--- src/rtl/game_pkg.sv ---
`default_nettype none
// ============================================================================
// Module : game_pkg
// Brief  : Shared types, default frame constants and BCD helpers for game_ctrl.
// Rev    : 1.0 - initial release
// ============================================================================
package game_pkg;

    typedef enum logic [1:0] {
        IDLE  = 2'b00,
        READY = 2'b01,
        PLAY  = 2'b10,
        OVER  = 2'b11
    } game_state_t;

    typedef logic [11:0] bcd3_t;

    localparam int    c_ready_frames_dflt = 90;
    localparam int    c_over_hold_dflt    = 60;
    localparam int    c_frame_cnt_w       = 7;
    localparam bcd3_t c_bcd_max           = 12'h999;

    // Digit-wise BCD magnitude compare, most significant digit decides first.
    function automatic logic bcd_gt(input bcd3_t a, input bcd3_t b);
        logic decided;
        logic gt;
        decided = 1'b0;
        gt      = 1'b0;
        for (int i = 2; i >= 0; i--) begin
            if (!decided && (a[4*i +: 4] != b[4*i +: 4])) begin
                gt      = (a[4*i +: 4] > b[4*i +: 4]);
                decided = 1'b1;
            end
        end
        return gt;
    endfunction

endpackage
`default_nettype wire

--- src/rtl/bcd_counter3.sv ---
`default_nettype none
// ============================================================================
// Module : bcd_counter3
// Brief  : Three-digit BCD counter with clear, increment and hold at 999.
// Rev    : 1.0 - initial release
// ============================================================================
module bcd_counter3
    import game_pkg::*;
(
    input  logic  clk,
    input  logic  rst,
    input  logic  i_clear,
    input  logic  i_inc,
    output bcd3_t o_count
);

    bcd3_t r_count;
    bcd3_t w_next;

    always_comb begin
        w_next = r_count;
        if (r_count != c_bcd_max) begin
            if (r_count[3:0] != 4'd9) begin
                w_next[3:0] = r_count[3:0] + 4'd1;
            end else begin
                w_next[3:0] = 4'd0;
                if (r_count[7:4] != 4'd9) begin
                    w_next[7:4] = r_count[7:4] + 4'd1;
                end else begin
                    w_next[7:4]  = 4'd0;
                    w_next[11:8] = r_count[11:8] + 4'd1;
                end
            end
        end
    end

    always_ff @(posedge clk) begin
        if (rst) begin
            r_count <= '0;
        end else if (i_clear) begin
            r_count <= '0;
        end else if (i_inc) begin
            r_count <= w_next;
        end
    end

    assign o_count = r_count;

endmodule
`default_nettype wire

--- src/rtl/game_ctrl.sv ---
`default_nettype none
// ============================================================================
// Module : game_ctrl
// Brief  : Flappy Bird sequencer: frame strobe, flap/hit latches, FSM, scores.
// Rev    : 1.0 - initial release
// ============================================================================
module game_ctrl
    import game_pkg::*;
#(
    parameter int READY_FRAMES     = c_ready_frames_dflt,
    parameter int OVER_HOLD_FRAMES = c_over_hold_dflt,
    parameter int VS_ACTIVE_LOW    = 1
) (
    input  logic        clk,
    input  logic        rst,
    input  logic        vs,
    input  logic        flap_key,
    input  logic        collision,
    input  logic        pipe_passed,
    output game_state_t state,
    output logic        frame_tick,
    output logic        flap_strobe,
    output logic        game_init,
    output bcd3_t       score,
    output bcd3_t       best
);

    localparam logic [1:0] c_st_idle  = IDLE;
    localparam logic [1:0] c_st_ready = READY;
    localparam logic [1:0] c_st_play  = PLAY;
    localparam logic [1:0] c_st_over  = OVER;

    localparam logic [c_frame_cnt_w-1:0] c_ready_last = c_frame_cnt_w'(READY_FRAMES - 1);
    localparam logic [c_frame_cnt_w-1:0] c_over_hold  = c_frame_cnt_w'(OVER_HOLD_FRAMES);
    localparam logic c_vs_act_level = (VS_ACTIVE_LOW != 0) ? 1'b0 : 1'b1;

    logic                     r_vs_act_q;
    logic                     r_frame_tick;
    logic                     r_flap_pend;
    logic                     r_hit_pend;
    logic [1:0]               r_state;
    logic [c_frame_cnt_w-1:0] r_frame_cnt;
    logic                     r_game_init;
    logic                     r_best_upd;
    bcd3_t                    r_best;

    logic                     w_vs_act;
    logic                     w_vs_edge;
    logic [1:0]               w_state_nxt;
    logic                     w_init;
    logic                     w_state_chg;
    logic                     w_score_clr;
    logic                     w_score_inc;
    bcd3_t                    w_score;

    // Held as an "active" flag so polarity is resolved once at the input.
    assign w_vs_act  = (vs == c_vs_act_level);
    assign w_vs_edge = w_vs_act & ~r_vs_act_q;

    always_ff @(posedge clk) begin
        if (rst) begin
            r_vs_act_q   <= 1'b0;
            r_frame_tick <= 1'b0;
            r_flap_pend  <= 1'b0;
            r_hit_pend   <= 1'b0;
        end else begin
            r_vs_act_q   <= w_vs_act;
            r_frame_tick <= w_vs_edge;
            // Requests arriving on the tick cycle itself carry into the next frame.
            r_flap_pend  <= r_frame_tick ? flap_key  : (r_flap_pend | flap_key);
            r_hit_pend   <= r_frame_tick ? collision : (r_hit_pend  | collision);
        end
    end

    always_comb begin
        w_state_nxt = r_state;
        w_init      = 1'b0;
        case (r_state)
            c_st_idle: begin
                if (r_frame_tick && r_flap_pend) begin
                    w_state_nxt = c_st_ready;
                    w_init      = 1'b1;
                end
            end
            c_st_ready: begin
                if (r_frame_tick && (r_frame_cnt == c_ready_last)) begin
                    w_state_nxt = c_st_play;
                end
            end
            c_st_play: begin
                if (r_frame_tick && r_hit_pend) begin
                    w_state_nxt = c_st_over;
                end
            end
            c_st_over: begin
                if (r_frame_tick && (r_frame_cnt >= c_over_hold) && r_flap_pend) begin
                    w_state_nxt = c_st_ready;
                    w_init      = 1'b1;
                end
            end
            default: begin
                w_state_nxt = c_st_idle;
            end
        endcase
    end

    assign w_state_chg = (w_state_nxt != r_state);
    assign w_score_clr = w_state_chg && (w_state_nxt == c_st_ready);
    assign w_score_inc = pipe_passed && (r_state == c_st_play);

    always_ff @(posedge clk) begin
        if (rst) begin
            r_state     <= c_st_idle;
            r_frame_cnt <= '0;
            r_game_init <= 1'b0;
            r_best_upd  <= 1'b0;
            r_best      <= '0;
        end else begin
            r_state     <= w_state_nxt;
            r_game_init <= w_init;
            r_best_upd  <= w_state_chg && (w_state_nxt == c_st_over);
            // Counter holds at all-ones so a long OVER stay never wraps below the hold.
            if (w_state_chg) begin
                r_frame_cnt <= '0;
            end else if (r_frame_tick && (r_frame_cnt != '1)) begin
                r_frame_cnt <= r_frame_cnt + 1'b1;
            end
            if (r_best_upd && bcd_gt(w_score, r_best)) begin
                r_best <= w_score;
            end
        end
    end

    bcd_counter3 u_score (
        .clk     (clk),
        .rst     (rst),
        .i_clear (w_score_clr),
        .i_inc   (w_score_inc),
        .o_count (w_score)
    );

    assign state       = game_state_t'(r_state);
    assign frame_tick  = r_frame_tick;
    assign flap_strobe = r_frame_tick && (r_state == c_st_play) && r_flap_pend && !r_hit_pend;
    assign game_init   = r_game_init;
    assign score       = w_score;
    assign best        = r_best;

endmodule
`default_nettype wire

--- config.mk ---
export PLATFORM = sky130hd
export DESIGN_NAME = game_ctrl
export DESIGN_NICKNAME = d
export VERILOG_FILES = /design/src/rtl/game_pkg.sv /design/src/rtl/bcd_counter3.sv /design/src/rtl/game_ctrl.sv
export SDC_FILE = /design/constraint.sdc
export NUM_CORES = 1
export LEC_CHECK = 0
export ABC_AREA = 1
export BUFFER_PORTS_ARGS = -buffer_cell sky130_fd_sc_hd__buf_2
export CELL_PAD_IN_SITES_DETAIL_PLACEMENT = 1
export CELL_PAD_IN_SITES_GLOBAL_PLACEMENT = 1
export CORE_MARGIN = 5
export CORE_UTILIZATION = 41
export CTS_BUF_LIST = sky130_fd_sc_hd__clkbuf_8 sky130_fd_sc_hd__clkbuf_16
export DETAILED_ROUTE_END_ITERATION = 8
export GPL_ROUTABILITY_DRIVEN = 0
export PLACE_DENSITY_LB_ADDON = 0.25
export SKIP_CTS_REPAIR_TIMING = 1
export SLEW_MARGIN = 0
export SYNTH_ARGS = -nofsm -noshare
export SYNTH_HDL_FRONTEND = slang
export SYNTH_SLANG_ARGS = --single-unit
export TNS_END_PERCENT = 10
--- constraint.sdc ---
create_clock -name clk -period 2.3 [get_ports clk]
set_input_delay 0.23 -clock clk [delete_from_list [all_inputs] [get_ports clk]]
set_output_delay 0.23 -clock clk [all_outputs]
set_load 0.01 [all_outputs]
==> results.yml <==
cells_and_area:
  final_cell_mix: "57 x nand2_1, 49 x inv_1, 42 x nor2_1"
  nNetsFinal: 399
  drive_above_1_share_pct: 21.6
  layout_commonest_cell: "nand2_1"
  fin_cells: 442
  area_growth_pct: 15.9
  antenna_cells: 0
clock_tree:
  clk_pin_slew_ns: 0.08
  cts_root_buffer: "clkbuf_8"
  cts_tree: "done"
  cts_max_level: 2
  clkLatencyLatePin_ns: 0.29
  ctsLongestPathBuffers: 2
  cts_buffers: 5
  clock-sinks: 39
timing:
  worstMarginPinSlew_ns: 0.403
  finalSetupTns_ns: 0
  max_freq_mhz: 513
  whs_ns: 0.103
  setup_viol: 0
  slew_viol_final: 0
  finalCritPeriodShare_pct: 84.8
  hold_violations: 0
  slew_headroom_pct: 73.1
  min_period_ns: 1.95
  rsz0062_at_grt: "false"
  skew_ns: 0.00836
worst_setup_path:
  crit_type: "flip-flop to flip-flop"
  path_max_fanout: 7
  reg2reg_slack_ns: 0.35
  required_ns: 2.52
  arrival_ns: 2.17
  reg2reg_to: "r_frame_cnt[1]$_SDFFE_PP0P_"
  start_kind: "flip-flop"
  crit_slowest_cell: "dfxtp_2"
  crit_chain: "inv_1 > ha_1 > or2_1 > a21oi_1 > nand2_1 > nand2_1 > nand2_1 > nand2_1 > nand4_2 > nor2_1"
  reg2reg_from: "state[0]$_SDFF_PP0_"
  slowest_delay_ns: 0.40
  r2r_cells: 10
  crit_top_cell: "nand2_1"
  end_kind: "flip-flop"
detailed_routing:
  wl_per_cell_um: 13.6
  drc: 0
  dr.pass1.iters: 4
  wl_um: 6020
  drtIter0Drc: 32
  final_antenna_net_count: 0
  via_per_inst: 4.79
  dr_total_vias: 2119
global_routing:
  grt-ovfl-total: 0
  antenna_found_initial: 0
  grtUsageTotal_pct: 17.5
  grt_pass1_wl_um: 10500
  grt_pass1_vias: 2152
  gr-usage-met3_pct: 3.71
  grt_use_met2_pct: 32.2
  met1_usage_pct: 20.6
  grt_max_degree: 25
  busiest_layer: "met2"
floorplanning:
  die_w_um: 86.3
  rows: 27
  io_pins: 35
  die_height_um: 86.3
  initial_utilization_pct: 42.8
  die_area_mm2: 0.00744
  core-area_mm2: 0.00557
place:
  place_inst: 435
  io_buffers: 34
  dpl.hpwl_um: 4720
pwr:
  switching_power_uw: 817
  vdd_ir_drop_max_uv: 433
  p_clk_share_pct: 23.3
  switching_share_pct: 40.5
  p_per_area_mw_per_mm2: 730
  seq_power_share_pct: 38.4
  share_comb_of_total_power_pct: 38.3
  p_leak_uw: 0.00134
  p_int_uw: 1200
synthesis:
  syn_area_mm2: 0.00238
  synth_cell_types: 36
  avgSynthCellArea_um2: 7.27
  synthesis.nets: 357
  ys_ff_latch: 39
  syn_inst: 328
  yosys_warnings: 0
  seq_area_frac_synth_pct: 32.7
worst_hold_path:
  hold_end: "r_vs_act_q$_SDFF_PP0_"
  worstHoldStart: "vs"
  hold_depth: 2
  hp-class: "input port to flip-flop"
job:
  cap_violations: 0
outcome:
  outcome: "finished clean"
==> final cells by class <==
cell class              count  area (um^2)
inverters                  56          215
clock inverters             1         5.00
multi-input cells         226         1360
repair buffers             42          230
flip-flops and latches     39          783
well taps                  72         90.1
fillers                   743         2810
clock buffers               6         82.6
==> critical path: cells and delay by family, from the launching register on <==
kind,cells,cell delay [ns]
and+or+nand+nor,7,0.95
DFF,1,0.40
adders and majority gates,1,0.26
buffers and inverters,1,0.14
AOI/OAI and AO/OA,1,0.12
==> cell usage after synthesis <==
| cell | n | area [um^2] |
|---|---|---|
| nand2_1 | 58 | 218 |
| inv_1 | 49 | 184 |
| nor2_1 | 42 | 158 |
| dfxtp_1 | 39 | 781 |
| ha_1 | 23 | 288 |
| a21oi_1 | 21 | 105 |
| nand3_1 | 20 | 100 |
| xor2_1 | 10 | 87.6 |
| o21ai_0 | 8 | 40.0 |
| nor2_2 | 7 | 43.8 |
| o21ai_1 | 6 | 30.0 |
| inv_2 | 5 | 18.8 |
| nand2_4 | 5 | 56.3 |
| buf_2 | 4 | 20.0 |
| nand4_1 | 4 | 25.0 |
| xnor2_1 | 3 | 26.3 |
| inv_4 | 2 | 12.5 |
| nor3_1 | 2 | 10.0 |
| o211ai_1 | 2 | 15.0 |
| o21ai_2 | 2 | 17.5 |
| a21boi_1 | 1 | 7.51 |
| a21oi_2 | 1 | 8.76 |
| a31oi_1 | 1 | 6.26 |
| buf_1 | 1 | 3.75 |
| buf_6 | 1 | 11.3 |
| clkbuf_1 | 1 | 3.75 |
| nand2_2 | 1 | 6.26 |
| nand2_8 | 1 | 20.0 |
| nand3_2 | 1 | 10.0 |
| nand4_2 | 1 | 12.5 |
| nor2_4 | 1 | 11.3 |
| nor2_8 | 1 | 20.0 |
| nor4_1 | 1 | 6.26 |
| o21bai_1 | 1 | 7.51 |
| o31ai_1 | 1 | 7.51 |
| or2_1 | 1 | 6.26 |
==> per-layer routing <==
layer	vias to the layer above	share of wire, %
met5	-	0
met4	0	1.0
met3	5	3.7
met2	27	53
met1	976	43
li1	1111	-
==> per-stage QoR <==
stage | power [uW] | setup WS (ns) | area (um^2) | utilization (%)
CTS | 2040 | 0.0341 | 2750 | 49.4
global route | 2190 | 0.111 | 2760 | 49.6
global placement | 1520 | 0.273 | 2670 | 47.8
floorplan | 1350 | 0.472 | 2380 | -
finish | 2020 | 0.350 | 2760 | 49.6
detailed placement | 1550 | 0.0461 | 2670 | 47.8
==> power groups by stage <==
stage	logic (uW)	registers, uW	clock network [uW]
final	773	776	470
after floorplan	567	787	0
after CTS	770	773	493
after global placement	740	782	0
after global routing	875	786	530
after detailed placement	762	788	0
==> flip-flops by register name, summed over array words and instances (netlist names) <==
| register | count |
|---|---|
| frame_tick | 1 |
| state | 2 |
| r_flap_pend | 1 |
| r_best_upd | 1 |
| game_init | 1 |
| r_hit_pend | 1 |
| u_score.o_count | 12 |
| r_vs_act_q | 1 |
| r_frame_cnt | 7 |
| best | 12 |
==> cells by family (layout without fill, tap and decap cells) <==
group           Yosys count  count (layout)  share of synthesized area [%]
buf+inv                  63             105                           10.7
compound gates           44              44                           10.3
simple gates            146             146                           29.5
fa+ha+maj                23              23                           12.1
xor+xnor                 13              13                           4.77
flops                    39              39                           32.7
==> how the worst max path moves through the flow <==
stage                     slack [ns]                         endpoint                start  depth (start not counted)
after floorplan                 0.47  u_score.o_count[4]$_SDFFE_PP0P_  state[0]$_SDFF_PP0_                         11
after global placement          0.27  u_score.o_count[3]$_SDFFE_PP0P_  state[1]$_SDFF_PP0_                         10
after detailed placement        0.05  u_score.o_count[1]$_SDFFE_PP0P_  state[1]$_SDFF_PP0_                         10
after CTS                       0.03  u_score.o_count[1]$_SDFFE_PP0P_  state[1]$_SDFF_PP0_                         10
after global routing            0.11      r_frame_cnt[2]$_SDFFE_PP0P_  state[0]$_SDFF_PP0_                         10
final                           0.35      r_frame_cnt[1]$_SDFFE_PP0P_  state[0]$_SDFF_PP0_                         10
Note: power is estimated with default switching activity, not from simulation.
